===== config.mk =====
export PLATFORM = sky130hd
export DESIGN_NAME = comparator_2bit_bist
export DESIGN_NICKNAME = d
export VERILOG_FILES = /design/src/rtl/comparator_2bit_bist.sv
export SDC_FILE = /design/constraint.sdc
export NUM_CORES = 1
export LEC_CHECK = 0
export ABC_AREA = 1
export BUFFER_PORTS_ARGS = -buffer_cell sky130_fd_sc_hd__buf_2
export CAP_MARGIN = 20
export CELL_PAD_IN_SITES_DETAIL_PLACEMENT = 1
export CELL_PAD_IN_SITES_GLOBAL_PLACEMENT = 1
export CORE_UTILIZATION = 42
export DETAILED_ROUTE_END_ITERATION = 6
export GPL_TIMING_DRIVEN = 1
export PLACE_DENSITY_LB_ADDON = 0.1
export SLEW_MARGIN = 20
export SYNTH_ARGS = -nofsm -noshare
export SYNTH_HDL_FRONTEND = slang
export SYNTH_SLANG_ARGS = --single-unit

===== constraint.sdc =====
create_clock -name clk -period 2 [get_ports clk]
set_input_delay 0.2 -clock clk [delete_from_list [all_inputs] [get_ports clk]]
set_output_delay 0.2 -clock clk [all_outputs]
set_load 0.03 [all_outputs]

===== src/rtl/comparator_2bit_bist.sv =====
// Built-in self-test engine for the 2-bit comparator: applies all 16 input
// vectors, checks each response and reports pass/fail, error count and first failing vector.
module comparator_2bit_bist #(
    parameter int DWELL = 4
) (
    input  logic       clk,
    input  logic       rst_n,
    input  logic       start,
    output logic       A1,
    output logic       A0,
    output logic       B1,
    output logic       B0,
    input  logic       A_greater_B,
    input  logic       A_equals_B,
    input  logic       A_less_B,
    output logic       busy,
    output logic       done,
    output logic       pass,
    output logic [4:0] err_count,
    output logic       fail_seen,
    output logic [3:0] first_fail_vec
);

    generate
        if ((DWELL < 2) || (DWELL > 255)) begin : g_dwell_illegal
            $fatal(1, "comparator_2bit_bist: DWELL must be in 2..255");
        end
    endgenerate

    typedef enum logic [1:0] {
        ST_IDLE = 2'd0,
        ST_RUN  = 2'd1,
        ST_DONE = 2'd2
    } state_t;

    localparam logic [7:0] DWELL_LAST = 8'(DWELL - 1);

    // Golden response for vector v = {a[1:0], b[1:0]}, ordered {gt, eq, lt}.
    function automatic logic [2:0] expected_resp(input logic [3:0] v);
        logic [1:0] a;
        logic [1:0] b;
        a = v[3:2];
        b = v[1:0];
        return {(a > b), (a == b), (a < b)};
    endfunction

    state_t     state_q, state_d;
    logic [3:0] vec_q, vec_d;
    logic [7:0] dwell_q, dwell_d;
    logic [3:0] stim_q, stim_d;
    logic       busy_q, busy_d;
    logic       done_q, done_d;
    logic       pass_q, pass_d;
    logic [4:0] err_q, err_d;
    logic       fail_q, fail_d;
    logic [3:0] first_q, first_d;

    logic [2:0] resp_s;
    logic       mismatch_s;
    logic       check_s;
    logic       start_run_s;

    assign resp_s      = {A_greater_B, A_equals_B, A_less_B};
    assign mismatch_s  = (resp_s != expected_resp(vec_q));
    assign check_s     = (state_q == ST_RUN) && (dwell_q == DWELL_LAST);
    assign start_run_s = start && ((state_q == ST_IDLE) || (state_q == ST_DONE));

    // Next-state, counter and result logic.
    always_comb begin
        state_d = state_q;
        vec_d   = vec_q;
        dwell_d = dwell_q;
        busy_d  = busy_q;
        done_d  = done_q;
        pass_d  = pass_q;
        err_d   = err_q;
        fail_d  = fail_q;
        first_d = first_q;
        stim_d  = stim_q;

        case (state_q)
            ST_IDLE, ST_DONE: begin
                if (start_run_s) begin
                    state_d = ST_RUN;
                    vec_d   = 4'd0;
                    dwell_d = 8'd0;
                    busy_d  = 1'b1;
                    done_d  = 1'b0;
                    pass_d  = 1'b0;
                    err_d   = 5'd0;
                    fail_d  = 1'b0;
                    first_d = 4'd0;
                end else begin
                    state_d = state_q;
                end
            end
            ST_RUN: begin
                if (check_s) begin
                    if (mismatch_s) begin
                        err_d = err_q + 5'd1;
                        if (!fail_q) begin
                            fail_d  = 1'b1;
                            first_d = vec_q;
                        end else begin
                            fail_d  = fail_q;
                        end
                    end else begin
                        err_d = err_q;
                    end
                    dwell_d = 8'd0;
                    if (vec_q == 4'd15) begin
                        state_d = ST_DONE;
                        busy_d  = 1'b0;
                        done_d  = 1'b1;
                        pass_d  = (err_d == 5'd0);
                    end else begin
                        vec_d = vec_q + 4'd1;
                    end
                end else begin
                    dwell_d = dwell_q + 8'd1;
                end
            end
            default: begin
                state_d = ST_IDLE;
                vec_d   = 4'd0;
                dwell_d = 8'd0;
                busy_d  = 1'b0;
                done_d  = 1'b0;
            end
        endcase

        // Stimulus follows the vector counter except in IDLE, where it is parked at zero.
        if (state_d == ST_IDLE) begin
            stim_d = 4'd0;
        end else begin
            stim_d = vec_d;
        end
    end

    // State and output registers.
    always_ff @(posedge clk or negedge rst_n) begin
        if (!rst_n) begin
            state_q <= ST_IDLE;
            vec_q   <= 4'd0;
            dwell_q <= 8'd0;
            stim_q  <= 4'd0;
            busy_q  <= 1'b0;
            done_q  <= 1'b0;
            pass_q  <= 1'b0;
            err_q   <= 5'd0;
            fail_q  <= 1'b0;
            first_q <= 4'd0;
        end else begin
            state_q <= state_d;
            vec_q   <= vec_d;
            dwell_q <= dwell_d;
            stim_q  <= stim_d;
            busy_q  <= busy_d;
            done_q  <= done_d;
            pass_q  <= pass_d;
            err_q   <= err_d;
            fail_q  <= fail_d;
            first_q <= first_d;
        end
    end

    assign {A1, A0, B1, B0} = stim_q;
    assign busy             = busy_q;
    assign done             = done_q;
    assign pass             = pass_q;
    assign err_count        = err_q;
    assign fail_seen        = fail_q;
    assign first_fail_vec   = first_q;

endmodule


==> results.toml, run 1 <==
[status]
outcome = "complete, no violations"

[timing]
final.min_clock_period_ps = 1790
report.final.slew_viol_count = 0
transition_at_the_pin_with_the_smallest_max_transition_slack_ps = 726
rsz0062_at_grt = "no"
setup_violations = 0
finClkSkew_ps = 4.57
slew-limit-headroom = 0.516
hold_viol_final = 0
fmax_mhz = 557
worst_slack_ps = 205
final_min_period_over_clock_period = 0.897
finalSetupTns_ps = 0

[global_routing]
top_usage_layer_grt = "met2"
grt_pass1_vias = 1632
grt_max_degree = 32
global_route.overflow_total = 0
grt.met2_usage = 0.411
grtUsageTotal = 0.236
grt.met1_usage = 0.285
grt_pass1_wl_um = 7610
grtUsageMet3 = 0.0517
number_of_antenna_violations_at_the_first_check_in_global_routing = 0

[layout]
regArea_um2 = 777
multiInputGateArea_um2 = 832
layout.cells.non_filler = 294
antennaDiodeCount = 0
area_growth_pct = 19.0
final_layout_size_suffix_gt1_frac = 0.248
postLayoutCoreUtil = 0.542
finish.net_count = 256
final.fill_count = 477

[clock_tree]
clock-root-buffer = "clkbuf_8"
cts_inserted_buffers = 5
cts.clk_slew.worst_paths_ps = 70
cts_tree = "yes"
cts.path.max_buffers = 2
clock_insertion_delay_worst_skew_ps = 290
clock_tree.htree_level_count = 2
cts.sinks = 31

[logic_synthesis]
synthDominantCellAreaShare = 0.449
synth.top_cells.by_count = "nand2_1, dfrtp_1, inv_1"
synthCells = 212
synth-edff-count = 0
post_synth_instance_area_um2 = 1730
syn-mean-instance-area_um2 = 8.16
synth.net_count = 223
synthDominantAreaCellType = "dfrtp_1"
synthArstFlopShare = 1.00
post-synth-top-count-cell = "nand2_1"
synth.yosys.warnings = 0
yosys_most_used_dff = "dfrtp_1"
synth.top_cells.by_area = "dfrtp_1, nand2_1, inv_1"
synth.ff_latch_count = 31
seq_area_frac_synth = 0.449
count_of_cell_types_in_the_netlist = 30

[setup_path]
critical_path.startpoint_type = "register"
path_buf_inv = 1
timing.critical_path.required_ps = 2190
path_max_fanout = 7
cp_data_arrival_time_ps = 1980
reg2reg_slack_ps = 210
critical_path.slowest_cell = "dfrtp_1"
cp_common_cell = "nand2_1"
crit_path_largest_cell_delay_ps = 480
path_cells = "ha_1 -> inv_1 -> nand2_1 -> nand2_1 -> nand2_1 -> nand2_2 -> nor2_4 -> nand2_4 -> nand2_1 -> nand2_1 -> nand2_1 -> nor2_1 -> nand2_1 -> nand2_1"
worst_setup_path_end_kind = "register"
critical_path_class = "register to register"
crit_family = "simple AND/OR/NAND/NOR gates"

[floorplan]
dieWidth_um = 66.2
floorplan.rows = 22
top_level_port_count = 23
placeableCoreArea_um2 = 3800
design.die.area_um2 = 4380
die_h_um = 66.2
initial_utilization = 0.455

[power_and_ir_drop]
irDropWorstVdd_uv = 879
power_density_over_the_cells_nw_per_um2 = 1670
power.static_leakage_nw = 1.07

[detailed_routing]
final_antenna_violating_net_count = 0
drcViolationCount = 0
detailedRoute.firstPassIterationCount = 4
route.final.wire_length_um = 4470
via_count = 1540
routed_length_per_instance_um = 15.2
detail_route.vias_per_cell = 5.24
drt_iter0_markers = 82

[placed_design]
hpwlAfterDp_um = 3310
buffer_ports.inserted = 22
post-place-cells = 282
minimum_setup_slack_after_placement_ps = 102
place_congestion = 0.843

[run]
cap_violations = 0

[hold_path]
worst_hold_path_type = "input port to register"
==> kinds of logic (layout without fill, tap and decap cells) <==
logic type / after synthesis / count (layout) / share of synthesized area
buf+inv: 37 / 71 / 0.0847
xor+xnor: 5 / 5 / 0.0297
fa+ha+maj: 5 / 5 / 0.0362
simple gates: 101 / 101 / 0.285
flops: 31 / 31 / 0.449
compound gates: 33 / 33 / 0.116
==> power breakdown <==
part           leakage [nW]  switching [W]  internal, W
sequential            0.381       0.000245     0.000874
combinational         0.638        0.00113     0.000614
clock                0.0505       0.000252     0.000313
==> layer usage <==
| metal | part of all wire | wire, µm |
|---|---|---|
| met2 | 0.51 | 2290 |
| met3 | 0.028 | 126 |
| met4 | 0.016 | 70 |
| met5 | 0 | 0 |
| met1 | 0.44 | 1990 |
==> worst paths after layout <==
kind                          start           end  cells past startpoint
setup / recovery           vec_q[0]          pass                     14
hold / removal                start    state_q[1]                      4
setup reg to reg           vec_q[0]          pass                     14
hold reg to reg                done          done                      2
max in group asynchronous     rst_n      vec_q[3]                      2
min in group asynchronous     rst_n  err_count[2]                      2
==> worst reg2reg max path: stages, from the launching register on <==
cell     delay, ps
dfrtp_1        480
ha_1           190
inv_1           40
nand2_1         70
nand2_1         90
nand2_1         80
nand2_2         70
nor2_4         190
nand2_4        100
nand2_1         90
nand2_1         70
nand2_1         80
nor2_1          40
nand2_1         50
nand2_1         50
==> cell type report <==
cell class | instances | area share
clock inverters | 1 | 0.00365
multi-input cells | 144 | 0.404
well taps | 48 | 0.0292
clock buffers | 7 | 0.0468
inverters | 36 | 0.0657
repair buffers | 27 | 0.0729
flip-flops and latches | 31 | 0.378
==> layout by cell type (no fill, tap or decap), drive strengths merged <==
| cell type | count |
|---|---|
| dfrtp | 31 |
| xnor2 | 2 |
| nor2 | 13 |
| o21ai | 14 |
| inv | 36 |
| dlygate4sd3 | 1 |
| xor2 | 3 |
| nor3 | 4 |
| o22ai | 3 |
| a32o | 1 |
| or2 | 1 |
| a211oi | 1 |
| ha | 5 |
| and3 | 1 |
| clkinvlp | 1 |
| buf | 26 |
| o211ai | 4 |
| nand2 | 63 |
| clkbuf | 7 |
| a21oi | 10 |
| nand4 | 2 |
| nand3 | 17 |
==> flip-flops by register name, indices dropped and copies added, names as in the netlist <==
| register | cells |
|---|---|
| err_count | 5 |
| done | 1 |
| fail_seen | 1 |
| first_fail_vec | 4 |
| pass | 1 |
| busy | 1 |
| vec_q | 4 |
| state_q | 2 |
| dwell_q | 8 |
| stim_q | 4 |
==> metrics by stage <==
stage / hold slack [ps] / total power, W / instance area (µm²)
detailed placement: 298 / 0.00277 / 1900
global route: 315 / 0.00369 / 2060
floorplan: -95.6 / 0.00231 / 1730
global placement: 287 / 0.00264 / 1900
CTS: 269 / 0.00335 / 2010
finish: 269 / 0.00343 / 2060
==> timing repair <==
action | 4_1_cts | 5_1_grt
hold endpoints to repair | 31 | 0
setup buffers | 0 | 3
resized for setup | 0 | 5
hold buffers | 1 | 0
endpoints found under the setup margin | 0 | 8
Note: power is estimated with default switching activity, not from simulation.
==> run 2: changes to the inputs <==
CTS_CLUSTER_DIAMETER = 150   (was unset)
REMOVE_ABC_BUFFERS = 1   (was unset)
==> run 2 against run 1 <==
Effect of this change: worst hold slack improved by 20 ps; flip-flop and latch count unchanged; via count decreased by 2.8%; sequential share of layout area increased by 0.22 points; combinational power decreased by 5%; final cell count decreased by 0.34%; register-to-register slack got worse by 60 ps; clock-buffer cell count decreased by 1; clock skew about the same; critical path depth decreased by 4; sequential power about the same; non-clock buffer count decreased by 1.
==> results.toml, run 2 (synthesis results as in run 1) <==
[status]
outcome = "complete, no violations"

[setup_path]
critical_path_class = "register to register"
cp_data_arrival_time_ps = 2060
critical_path.startpoint_type = "register"
path_max_fanout = 8
timing.critical_path.required_ps = 2210
worst_setup_path_end_kind = "register"

[layout]
mostFrequentLayoutCell = "nand2_1"
final_cell_area_um2 = 2050
area_growth_pct = 18.5
antennaDiodeCount = 0
finish.net_count = 255
most-common-layout-cells = "nand2_1, inv_1, dfrtp_1, buf_2, nand3_1"
largest_register_ff_count = 8
largest_register = "dwell_q"
final_layout_size_suffix_gt1_frac = 0.241

[timing]
hold_viol_final = 0
report.final.slew_viol_count = 0
setup_violations = 0
worst_slack_ps = 143
final_min_period_over_clock_period = 0.928
transition_at_the_pin_with_the_smallest_max_transition_slack_ps = 709
final.min_clock_period_ps = 1860
fmax_mhz = 539
finClkSkew_ps = 4.40
finalSetupTns_ps = 0
slew-limit-headroom = 0.527

[hold_path]
worst_hold_path_type = "input port to register"

[detailed_routing]
route.final.wire_length_um = 4200
via_count = 1497
detail_route.vias_per_cell = 5.11
drt_iter0_markers = 45
routed_length_per_instance_um = 14.3
detailedRoute.firstPassIterationCount = 4
drcViolationCount = 0
final_antenna_violating_net_count = 0

[clock_tree]
cts.path.max_buffers = 2
cts_inserted_buffers = 5
cts.sinks = 31
cts_tree = "yes"
clock_insertion_delay_worst_skew_ps = 290
cts.clk_slew.worst_paths_ps = 70
clock-root-buffer = "clkbuf_8"
clock_tree.htree_level_count = 2

[global_routing]
number_of_antenna_violations_at_the_first_check_in_global_routing = 0
grt_pass1_wl_um = 7010
grtUsageTotal = 0.218
grt_max_degree = 32
global_route.overflow_total = 0
grt_pass1_vias = 1542

[placed_design]
buffer_ports.inserted = 22
place_congestion = 0.869
postPlaceCellArea_um2 = 1900
minimum_setup_slack_after_placement_ps = 79.6
hpwlAfterDp_um = 3200

[floorplan]
initial_utilization = 0.455
die_h_um = 66.2
design.die.area_um2 = 4380
placeableCoreArea_um2 = 3800
top_level_port_count = 23
dieWidth_um = 66.2
floorplan.rows = 22

[power_and_ir_drop]
seq_pwr_share = 0.325
power_density_over_the_cells_nw_per_um2 = 1670
switching_share = 0.457
cell_internal_pwr_w = 0.00186
irDropWorstVdd_uv = 764
switching_power_w = 0.00156
clkPwrFrac = 0.188
power.static_leakage_nw = 1.08
combinational_group_share_of_total_power = 0.487

[run]
cap_violations = 0
[run 2: metrics by stage]
step	cells	total power (W)	hold WS, ps	util
6_report	293	0.00342	289	0.540
5_1_grt	293	0.00370	316	0.540
4_1_cts	291	0.00341	290	0.533
3_5_place_dp	282	0.00275	294	0.499
3_3_place_gp	282	0.00264	287	0.499
2_1_floorplan	211	0.00231	-95.6	-
[run 2: worst max-delay path, stage by stage, from the launching register on]
cell	delay, ps
dfrtp_2	440
ha_1	310
nand2_1	100
nand2_1	100
nand2_1	80
nand2_1	80
nor2_4	180
nand3_1	150
o211ai_4	160
nand2_1	80
o21ai_1	90
[run 2: layer usage]
metal	GRT usage	routed length, µm	vias to the layer above
li1	-	-	746
met5	0	0	-
met4	0.0878	72	0
met3	0.0483	123	6
met2	0.366	2130	18
met1	0.269	1870	727
[run 2: final cells by class]
class	count	area, µm²
Sequential cell	31	778
Tap cell	48	60.1
Clock inverter	2	35.0
Fill cell	485	1750
Timing Repair Buffer	26	143
Clock buffer	6	82.6
Inverter	36	135
Multi-Input combinational cell	144	816
[run 2: power groups by stage]
stage	clock (W)	combinational (W)	sequential, W
after global placement	0	0.00154	0.00110
after CTS	0.000659	0.00163	0.00112
after detailed placement	0	0.00162	0.00113
after floorplan	0	0.000960	0.00135
after global routing	0.000682	0.00187	0.00115
final	0.000645	0.00167	0.00111
[run 2: what timing repair did]
item                       in CTS  in global routing
buffers inserted                0                  2
setup endpoints to repair       0                  6
hold endpoints to repair       31                  0
hold buffers                    1                  0
resized for setup               0                  4
[run 2: final timing paths]
path	start	cells after the start	slack, ps	endpoint
min reg2reg	busy	2	480	busy
max in group asynchronous	rst_n	2	1000	vec_q[2]
max reg2reg	vec_q[3]	10	140	first_fail_vec[1]
max	vec_q[3]	10	140	first_fail_vec[1]
min in group asynchronous	rst_n	2	500	err_count[3]
min	start	4	290	vec_q[3]
